[config.mk]
export PLATFORM = sky130hd
export DESIGN_NAME = reg_file_sb
export DESIGN_NICKNAME = d
export VERILOG_FILES = /design/src/rtl/reg_file_sb.sv
export SDC_FILE = /design/constraint.sdc
export NUM_CORES = 1
export LEC_CHECK = 0
export CORE_MARGIN = 2
export CORE_UTILIZATION = 45
export CTS_CLUSTER_SIZE = 20
export DETAILED_ROUTE_END_ITERATION = 16
export DONT_BUFFER_PORTS = 1
export PLACE_DENSITY = 0.6
export SLEW_MARGIN = 0
export SYNTH_ARGS = -nofsm -noshare
export SYNTH_HDL_FRONTEND = slang
export SYNTH_SLANG_ARGS = --single-unit
[constraint.sdc]
create_clock -name clk -period 5.4 [get_ports clk]
set_input_delay 1.08 -clock clk [delete_from_list [all_inputs] [get_ports clk]]
set_output_delay 1.08 -clock clk [all_outputs]
set_load 0.01 [all_outputs]
[src/rtl/reg_file_sb.sv]
// Multi-port register file with a per-register pending-write scoreboard and a power-up clearing sweep.
// Optional same-cycle writeback forwarding is enabled by defining REG_FILE_SB_BYPASS_EN.
module reg_file_sb #(
  parameter int DATA_W = 32,
  parameter int ADDR_W = 5,
  parameter int NUM_RD = 2
) (
  input  logic                     clk,
  input  logic                     rst_n,
  input  logic [NUM_RD*ADDR_W-1:0] rd_addr,
  output logic [NUM_RD*DATA_W-1:0] rd_data,
  output logic [NUM_RD-1:0]        rd_busy,
  input  logic                     we,
  input  logic [ADDR_W-1:0]        wa,
  input  logic [DATA_W-1:0]        wd,
  input  logic                     iss_valid,
  input  logic [ADDR_W-1:0]        iss_addr,
  output logic                     ready
);

  localparam int DEPTH = 2 ** ADDR_W;
  localparam int CNT_W = (ADDR_W > 8) ? ADDR_W : 8;
  localparam logic [CNT_W-1:0]  LAST_CNT  = CNT_W'(DEPTH - 1);
  localparam logic [ADDR_W-1:0] ADDR_ZERO = {ADDR_W{1'b0}};
  localparam logic [DEPTH-1:0]  ONE_HOT0  = {{(DEPTH-1){1'b0}}, 1'b1};

  typedef enum logic [0:0] {
    INIT = 1'b0,
    RUN  = 1'b1
  } state_t;

  state_t            state_r, next_state_s;
  logic [CNT_W-1:0]  cnt_r, cnt_next_s;
  logic              ready_r;
  logic [DEPTH-1:0]  busy_r, busy_next_s;
  logic [DATA_W-1:0] regs_r [DEPTH];
  logic [ADDR_W-1:0] sweep_addr_s;
  logic              wr_en_s, iss_en_s;
  logic [DEPTH-1:0]  clr_mask_s, set_mask_s;

  assign sweep_addr_s = cnt_r[ADDR_W-1:0];
  assign ready        = ready_r;

  // Writeback and issue only act in RUN and are dropped in a cycle with reset asserted.
  assign wr_en_s  = rst_n && (state_r == RUN) && we && (wa != ADDR_ZERO);
  assign iss_en_s = rst_n && (state_r == RUN) && iss_valid && (iss_addr != ADDR_ZERO);

  // State, sweep counter and ready flag registers.
  always_ff @(posedge clk) begin
    state_r <= next_state_s;
    cnt_r   <= cnt_next_s;
    ready_r <= (next_state_s == RUN);
  end

  // Next-state logic: sweep every register once, then run.
  always_comb begin
    next_state_s = state_r;
    cnt_next_s   = cnt_r;
    if (!rst_n) begin
      next_state_s = INIT;
      cnt_next_s   = {CNT_W{1'b0}};
    end else begin
      case (state_r)
        INIT: begin
          if (cnt_r == LAST_CNT) begin
            next_state_s = RUN;
            cnt_next_s   = {CNT_W{1'b0}};
          end else begin
            cnt_next_s = cnt_r + {{(CNT_W-1){1'b0}}, 1'b1};
          end
        end
        RUN: begin
          next_state_s = RUN;
        end
        default: begin
          next_state_s = INIT;
          cnt_next_s   = {CNT_W{1'b0}};
        end
      endcase
    end
  end

  // Issue is applied after the writeback clear so a same-address issue keeps the bit set.
  always_comb begin
    clr_mask_s  = wr_en_s  ? (ONE_HOT0 << wa)       : {DEPTH{1'b0}};
    set_mask_s  = iss_en_s ? (ONE_HOT0 << iss_addr) : {DEPTH{1'b0}};
    busy_next_s = (busy_r & ~clr_mask_s) | set_mask_s;
  end

  // Scoreboard busy bits.
  always_ff @(posedge clk) begin
    if (!rst_n) begin
      busy_r <= {DEPTH{1'b0}};
    end else begin
      busy_r <= busy_next_s;
    end
  end

  // Register storage: cleared one entry per cycle by the sweep, otherwise written back.
  always_ff @(posedge clk) begin
    if (rst_n && (state_r == INIT)) begin
      regs_r[sweep_addr_s] <= {DATA_W{1'b0}};
    end else if (wr_en_s) begin
      regs_r[wa] <= wd;
    end
  end

  for (genvar g = 0; g < NUM_RD; g++) begin : g_rd
    logic [ADDR_W-1:0] ra_s;
    logic [DATA_W-1:0] data_s;
    logic              busy_s;

    assign ra_s = rd_addr[g*ADDR_W +: ADDR_W];
    assign rd_data[g*DATA_W +: DATA_W] = data_s;
    assign rd_busy[g] = busy_s;

    // Combinational read port; address 0 and the INIT state always read as zero / not busy.
    always_comb begin
      data_s = {DATA_W{1'b0}};
      busy_s = 1'b0;
      if ((state_r == RUN) && (ra_s != ADDR_ZERO)) begin
`ifdef REG_FILE_SB_BYPASS_EN
        if (wr_en_s && (ra_s == wa)) begin
          data_s = wd;
          busy_s = iss_en_s && (iss_addr == wa);
        end else begin
          data_s = regs_r[ra_s];
          busy_s = busy_r[ra_s];
        end
`else
        data_s = regs_r[ra_s];
        busy_s = busy_r[ra_s];
`endif
      end else begin
        data_s = {DATA_W{1'b0}};
        busy_s = 1'b0;
      end
    end
  end

endmodule

## Yosys cells after proc, flatten, opt, wreduce, memory -nomap -nowiden

Memory sizes are Yosys's and may differ from the RTL's.
Index checks and enable logic that the tools add are counted.

- Add/sub/neg operators: 1
- Order comparisons: 2
- Equal/unequal tests: 1
- Shift-type cells: 2
- Multiplexer cells: 21
- Bitwise gates (word level): 4
- Reduce and logical (&&, ||, !) cells: 13

Operator list:

| kind | count |
|---|---|
| two-way mux 32 bit | 5 |
| left shift 1 x 5 -> 32 bit, first input constant | 2 |
| AND 32 bit | 1 |
| inverter 32 bit | 1 |
| OR 32 bit | 1 |
| OR reduction 32 bit | 1 |
| nonzero test 5 bit | 4 |
| less-than comparator 5 x 6 -> 1 bit, second input constant | 2 |
| two-way mux 1 bit | 11 |
| binary-select mux 1 bit (select 5 bit) | 2 |
| adder 8 x 1 -> 8 bit, second input constant | 1 |
| equality test 8 x 5 -> 1 bit, second input constant | 1 |
| logical AND 1 bit | 8 |
| two-way mux 8 bit | 1 |
| two-way mux 5 bit | 1 |
| case mux 1 bit (2 select lines) | 1 |
| inverter 1 bit | 1 |

- Bits in registers: 41
- RAM bits: 1,024
- Input bits: 56
- Output and inout port bits: 67
- Word-level logic and storage cells: 48
- Memories kept: 1

Memory list:

| name | words | bits a word | read ports | clocked after Yosys merged registers in | write ports | RTL line | RTL |
|---|---|---|---|---|---|---|---|
| regs_r | 32 | 32 | 2 | 0 | 1 | 36 | `logic [DATA_W-1:0] regs_r [DEPTH];` |

## Logic depth before layout (Yosys ltp)

- Depth in word-level cells: 8
- Mapped depth: 9

## Worst setup path after synthesis

No wires, ideal clock.

- Path type: in2reg
- From: input wa[2]
- To: memory regs_r[12][0], enable pin
- Arrival time: 4.294 ns
- Required time: 4.939 ns
- Path slack: 0.645 ns
- Cell stages on the path: 5
- Path buffers: 1
- Cell sequence: buf_2 > nor4_4 > a21boi_2 > o32a_1 > nor3_1

- Cells in the longest elaborated chain, start to end: 7
- Elaborated cells on any way between the ends: 8

RTL lines:

| item | RTL line | RTL |
|---|---|---|
| start: declaration | 14 | `input logic [ADDR_W-1:0] wa,` |
| nonzero test 5 bit | 45 | `assign wr_en_s = rst_n && (state_r == RUN) && we && (wa != ADDR_ZERO);` |
| logical AND 1 bit | 45 |  |
| two-way mux 1 bit | 103 | `end else if (wr_en_s) begin` |
| two-way mux 1 bit | 101 | `if (rst_n && (state_r == INIT)) begin` |
| two-way mux 1 bit (implied by the code) | 104 | `regs_r[wa] <= wd;` |
| OR reduction 32 bit (no source line) | - |  |
| two-way mux 5 bit (no source line) or two-way mux 1 bit (tied branches) | - |  |
| end: declaration | 36 |  |

Several ways; a longest one is shown, not always the timed one.

==> flow_summary.toml <==
[setup_path]
rr_worst_depth = 6
end_kind = "primary output"
required_ns = 4.32
worstPathMaxFanout = 15
arrival_ns = 3.45
crit_chain = "and4b_2, a22oi_1, nand4_1"
r2r_slack_ns = 1.45
r2r-end = "regs_r[14][12]$_DFFE_PP_"
rr_startpoint = "ready$_SDFF_PN0_"
slowest_stage = "and4b_2"
crit_path_end = "rd_data[44]"
critPathKind = "reg2out"
cp_slowest_stage_delay_ns = 1.05
startpoint_type = "register"
crit_start = "ready$_SDFF_PN0_"

[synthesis]
synth_compound_gate_area_share_pct = 6.31
ys_types = 57
yosys.area_share.adder_pct = 0.0248
synth_mux_area_share_pct = 22.4
synth_top_family_by_area = "multiplexers"
syn_area_per_cell_sq_um = 15.9
synthXorXnorAreaFrac_pct = 0.0867
yosys_register_bits = 1065
synth.cell_area_sq_um = 50500
ys.flop_type = "edfxtp_1"
seq_area_frac_synth_pct = 62.5
postSynthCellCount = 3174
synth_edf_count = 1024
ys_async_sr_fraction_pct = 0
synth_simple_gate_area_share_pct = 5.92
yosysWarnings = 0
synth_nets = 3231

[detailed_routing]
vias_per_cell = 6.73
drc = 0
wl_per_cell_microns = 35.3
drtIter0Drc = 3959
via_count = 31701
firstDrtPassIters = 5
ant_nets = 0
wl_mm = 166

[floorplanning]
fp.dieH_microns = 339
die_x_microns = 339
start_util_pct = 45.5
die-area_sq_um = 115000
pin_count = 123
num_rows = 122
core_region_area_sq_um = 111000

[power]
swShare_pct = 21.0
power.net_switching_w = 0.00358
pwr-share-comb_pct = 4.0
internal_power_w = 0.0135
p_leak_nw = 20.5
vdd_drop_max_mv = 0.262
seqPwrFrac_pct = 52.8
powerDensity_nw_per_um2 = 306
p_clk_share_pct = 43.3

[cts]
clk_pin_slew_ns = 0.06
cts_setup_buffers = 0
clockBufferDepth = 3
h-tree-depth = 3
cts_root_buf = "clkbuf_16"
ctsHoldBuffers = 0
clock_latency_ns = 0.70
cts_tree = "yes"
clock_sinks = 1065
numCtsBuffers = 109
ctsResizeCount = 0

[grt]
overflow = 0
antenna_found_initial = 4
grt_pass1_vias = 31942
grt_start_max_net_pins = 224
grtUsageTotal_pct = 28.4
grt_pass1_wl_mm = 234

[timing]
max_slew_margin_pct = 14.5
holdWs_ns = 0.493
fin_tns_setup_ns = 0
post-route-period-util_pct = 83.8
fin_skew_ns = 0.0184
setup_violations = 0
finalHoldViolCount = 0
rsz0062_at_grt = "false"
tightest_slew_ns = 1.28
fmax_mhz = 221
period_needed_ns = 4.53
final_max_slew_viol_count = 0

[placement]
dpl.hpwl_mm = 95.8
port_buffers = 0
dp_cells = 4504
gp_congestion = 0.873

[cells_and_area]
nNetsFinal = 3184
syn2layout_area_growth_pct = 10.1
final_cell_mix = "edfxtp_1 (1024), mux2i_1 (535), mux4_2 (253), a22oi_1 (236)"
final_cells = 4708
final_common_cell = "edfxtp_1"
drive_above_1_share_pct = 17.9
num-fill-cells = 9107

[hold_path]
min_path_type = "reg2reg"

[run]
maxCapViolCount = 0

[run_status]
status = "completed"
## state kept, by name, indices dropped and copies added, names as in the netlist
| signal | cells |
|---|---|
| regs_r | 1024 |
| ready | 1 |
| cnt_r | 8 |
| busy_r | 32 |
## power by group through the flow
| stage | combinational [W] | sequential [W] | clock (W) |
|---|---|---|---|
| 3_3_place_gp | 0.000659 | 0.00916 | 0 |
| 5_1_grt | 0.000691 | 0.00899 | 0.00775 |
| 3_5_place_dp | 0.000662 | 0.00916 | 0 |
| 6_report | 0.000678 | 0.00899 | 0.00737 |
| 2_1_floorplan | 0.000665 | 0.00916 | 0 |
| 4_1_cts | 0.000664 | 0.00899 | 0.00741 |
## synthesized netlist by cell type, types with 19 or more instances
cell type / n / area, sq um
mux4_2: 253 / 5700
nor2b_1: 19 / 119
mux2i_1: 535 / 5360
dfxtp_1: 41 / 821
and3_1: 53 / 332
a21oi_1: 150 / 751
nand4_1: 72 / 450
o21ai_0: 23 / 115
nand2_1: 134 / 503
nor2_1: 34 / 128
edfxtp_1: 1024 / 30700
buf_4: 38 / 285
nor3_1: 28 / 140
buf_2: 88 / 440
buf_6: 20 / 225
a21boi_0: 21 / 158
and2_1: 44 / 275
clkbuf_1: 101 / 379
a22oi_1: 236 / 1770
nand3_1: 152 / 761
## metrics by stage
stage	utilization [%]	setup WS (ns)	cell area, sq um	power, W
after global placement	47.0	1.20	52200	0.00982
after global routing	50.1	0.934	55600	0.0174
final	50.1	0.873	55600	0.0170
after CTS	50.1	1.00	55600	0.0171
after floorplan	-	0.645	50500	0.00982
after detailed placement	47.0	1.20	52200	0.00983
## worst min-delay path by stage
stage / from / slack (ns) / cells past startpoint / end
final: busy_r[0]$_SDFF_PN0_ / 0.49 / 1 / busy_r[0]$_SDFF_PN0_
after detailed placement: busy_r[0]$_SDFF_PN0_ / 0.48 / 1 / busy_r[0]$_SDFF_PN0_
after floorplan: busy_r[0]$_SDFF_PN0_ / 0.45 / 1 / busy_r[0]$_SDFF_PN0_
after global routing: rst_n / 0.52 / 1 / cnt_r[2]$_SDFFE_PN0N_
after CTS: busy_r[0]$_SDFF_PN0_ / 0.50 / 1 / busy_r[0]$_SDFF_PN0_
after global placement: busy_r[0]$_SDFF_PN0_ / 0.46 / 1 / busy_r[0]$_SDFF_PN0_
## per-layer routing
metal | routed length, microns | part of all wire, % | GRT usage, % | up-vias
met5 | 0 | 0 | 0 | -
met2 | 79700 | 48 | 46.7 | 1691
met1 | 63700 | 38 | 36.4 | 16744
li1 | - | - | - | 12891
met4 | 8010 | 4.8 | 12.8 | 0
met3 | 14600 | 8.8 | 5.76 | 375
## worst max-delay path: cells and delay by family, from the launching register on
kind,cells,cell delay (ns)
AND/OR/NAND/NOR,2,1.49
flip-flops,1,0.69
AO/OA/AOI/OAI,1,0.56
## cell families (layout without fill, tap and decap cells)
| family | Yosys count | count (layout) |
|---|---|---|
| other | 0 | 6 |
| xor gates and xnor gates | 5 | 5 |
| buffers and inverters | 262 | 302 |
| and+or+nand+nor | 570 | 570 |
| DFF | 1065 | 1065 |
| AOI/OAI and AO/OA | 474 | 474 |
| muxes | 797 | 797 |
| adders and majority gates | 1 | 1 |
## final cells by class
class                           instances  area [sq um]  area share (%)
Inverter                                3          11.3          0.0202
Antenna cell                            6          15.0          0.0270
Clock inverter                         61           484           0.871
Tap cell                             1488          1860            3.35
Sequential cell                      1065         31600            56.8
Multi-Input combinational cell       1847         17900            32.2
Timing Repair Buffer                  101           858            1.54
Clock buffer                          137          2930            5.26
(Power assumes the default switching activity.)
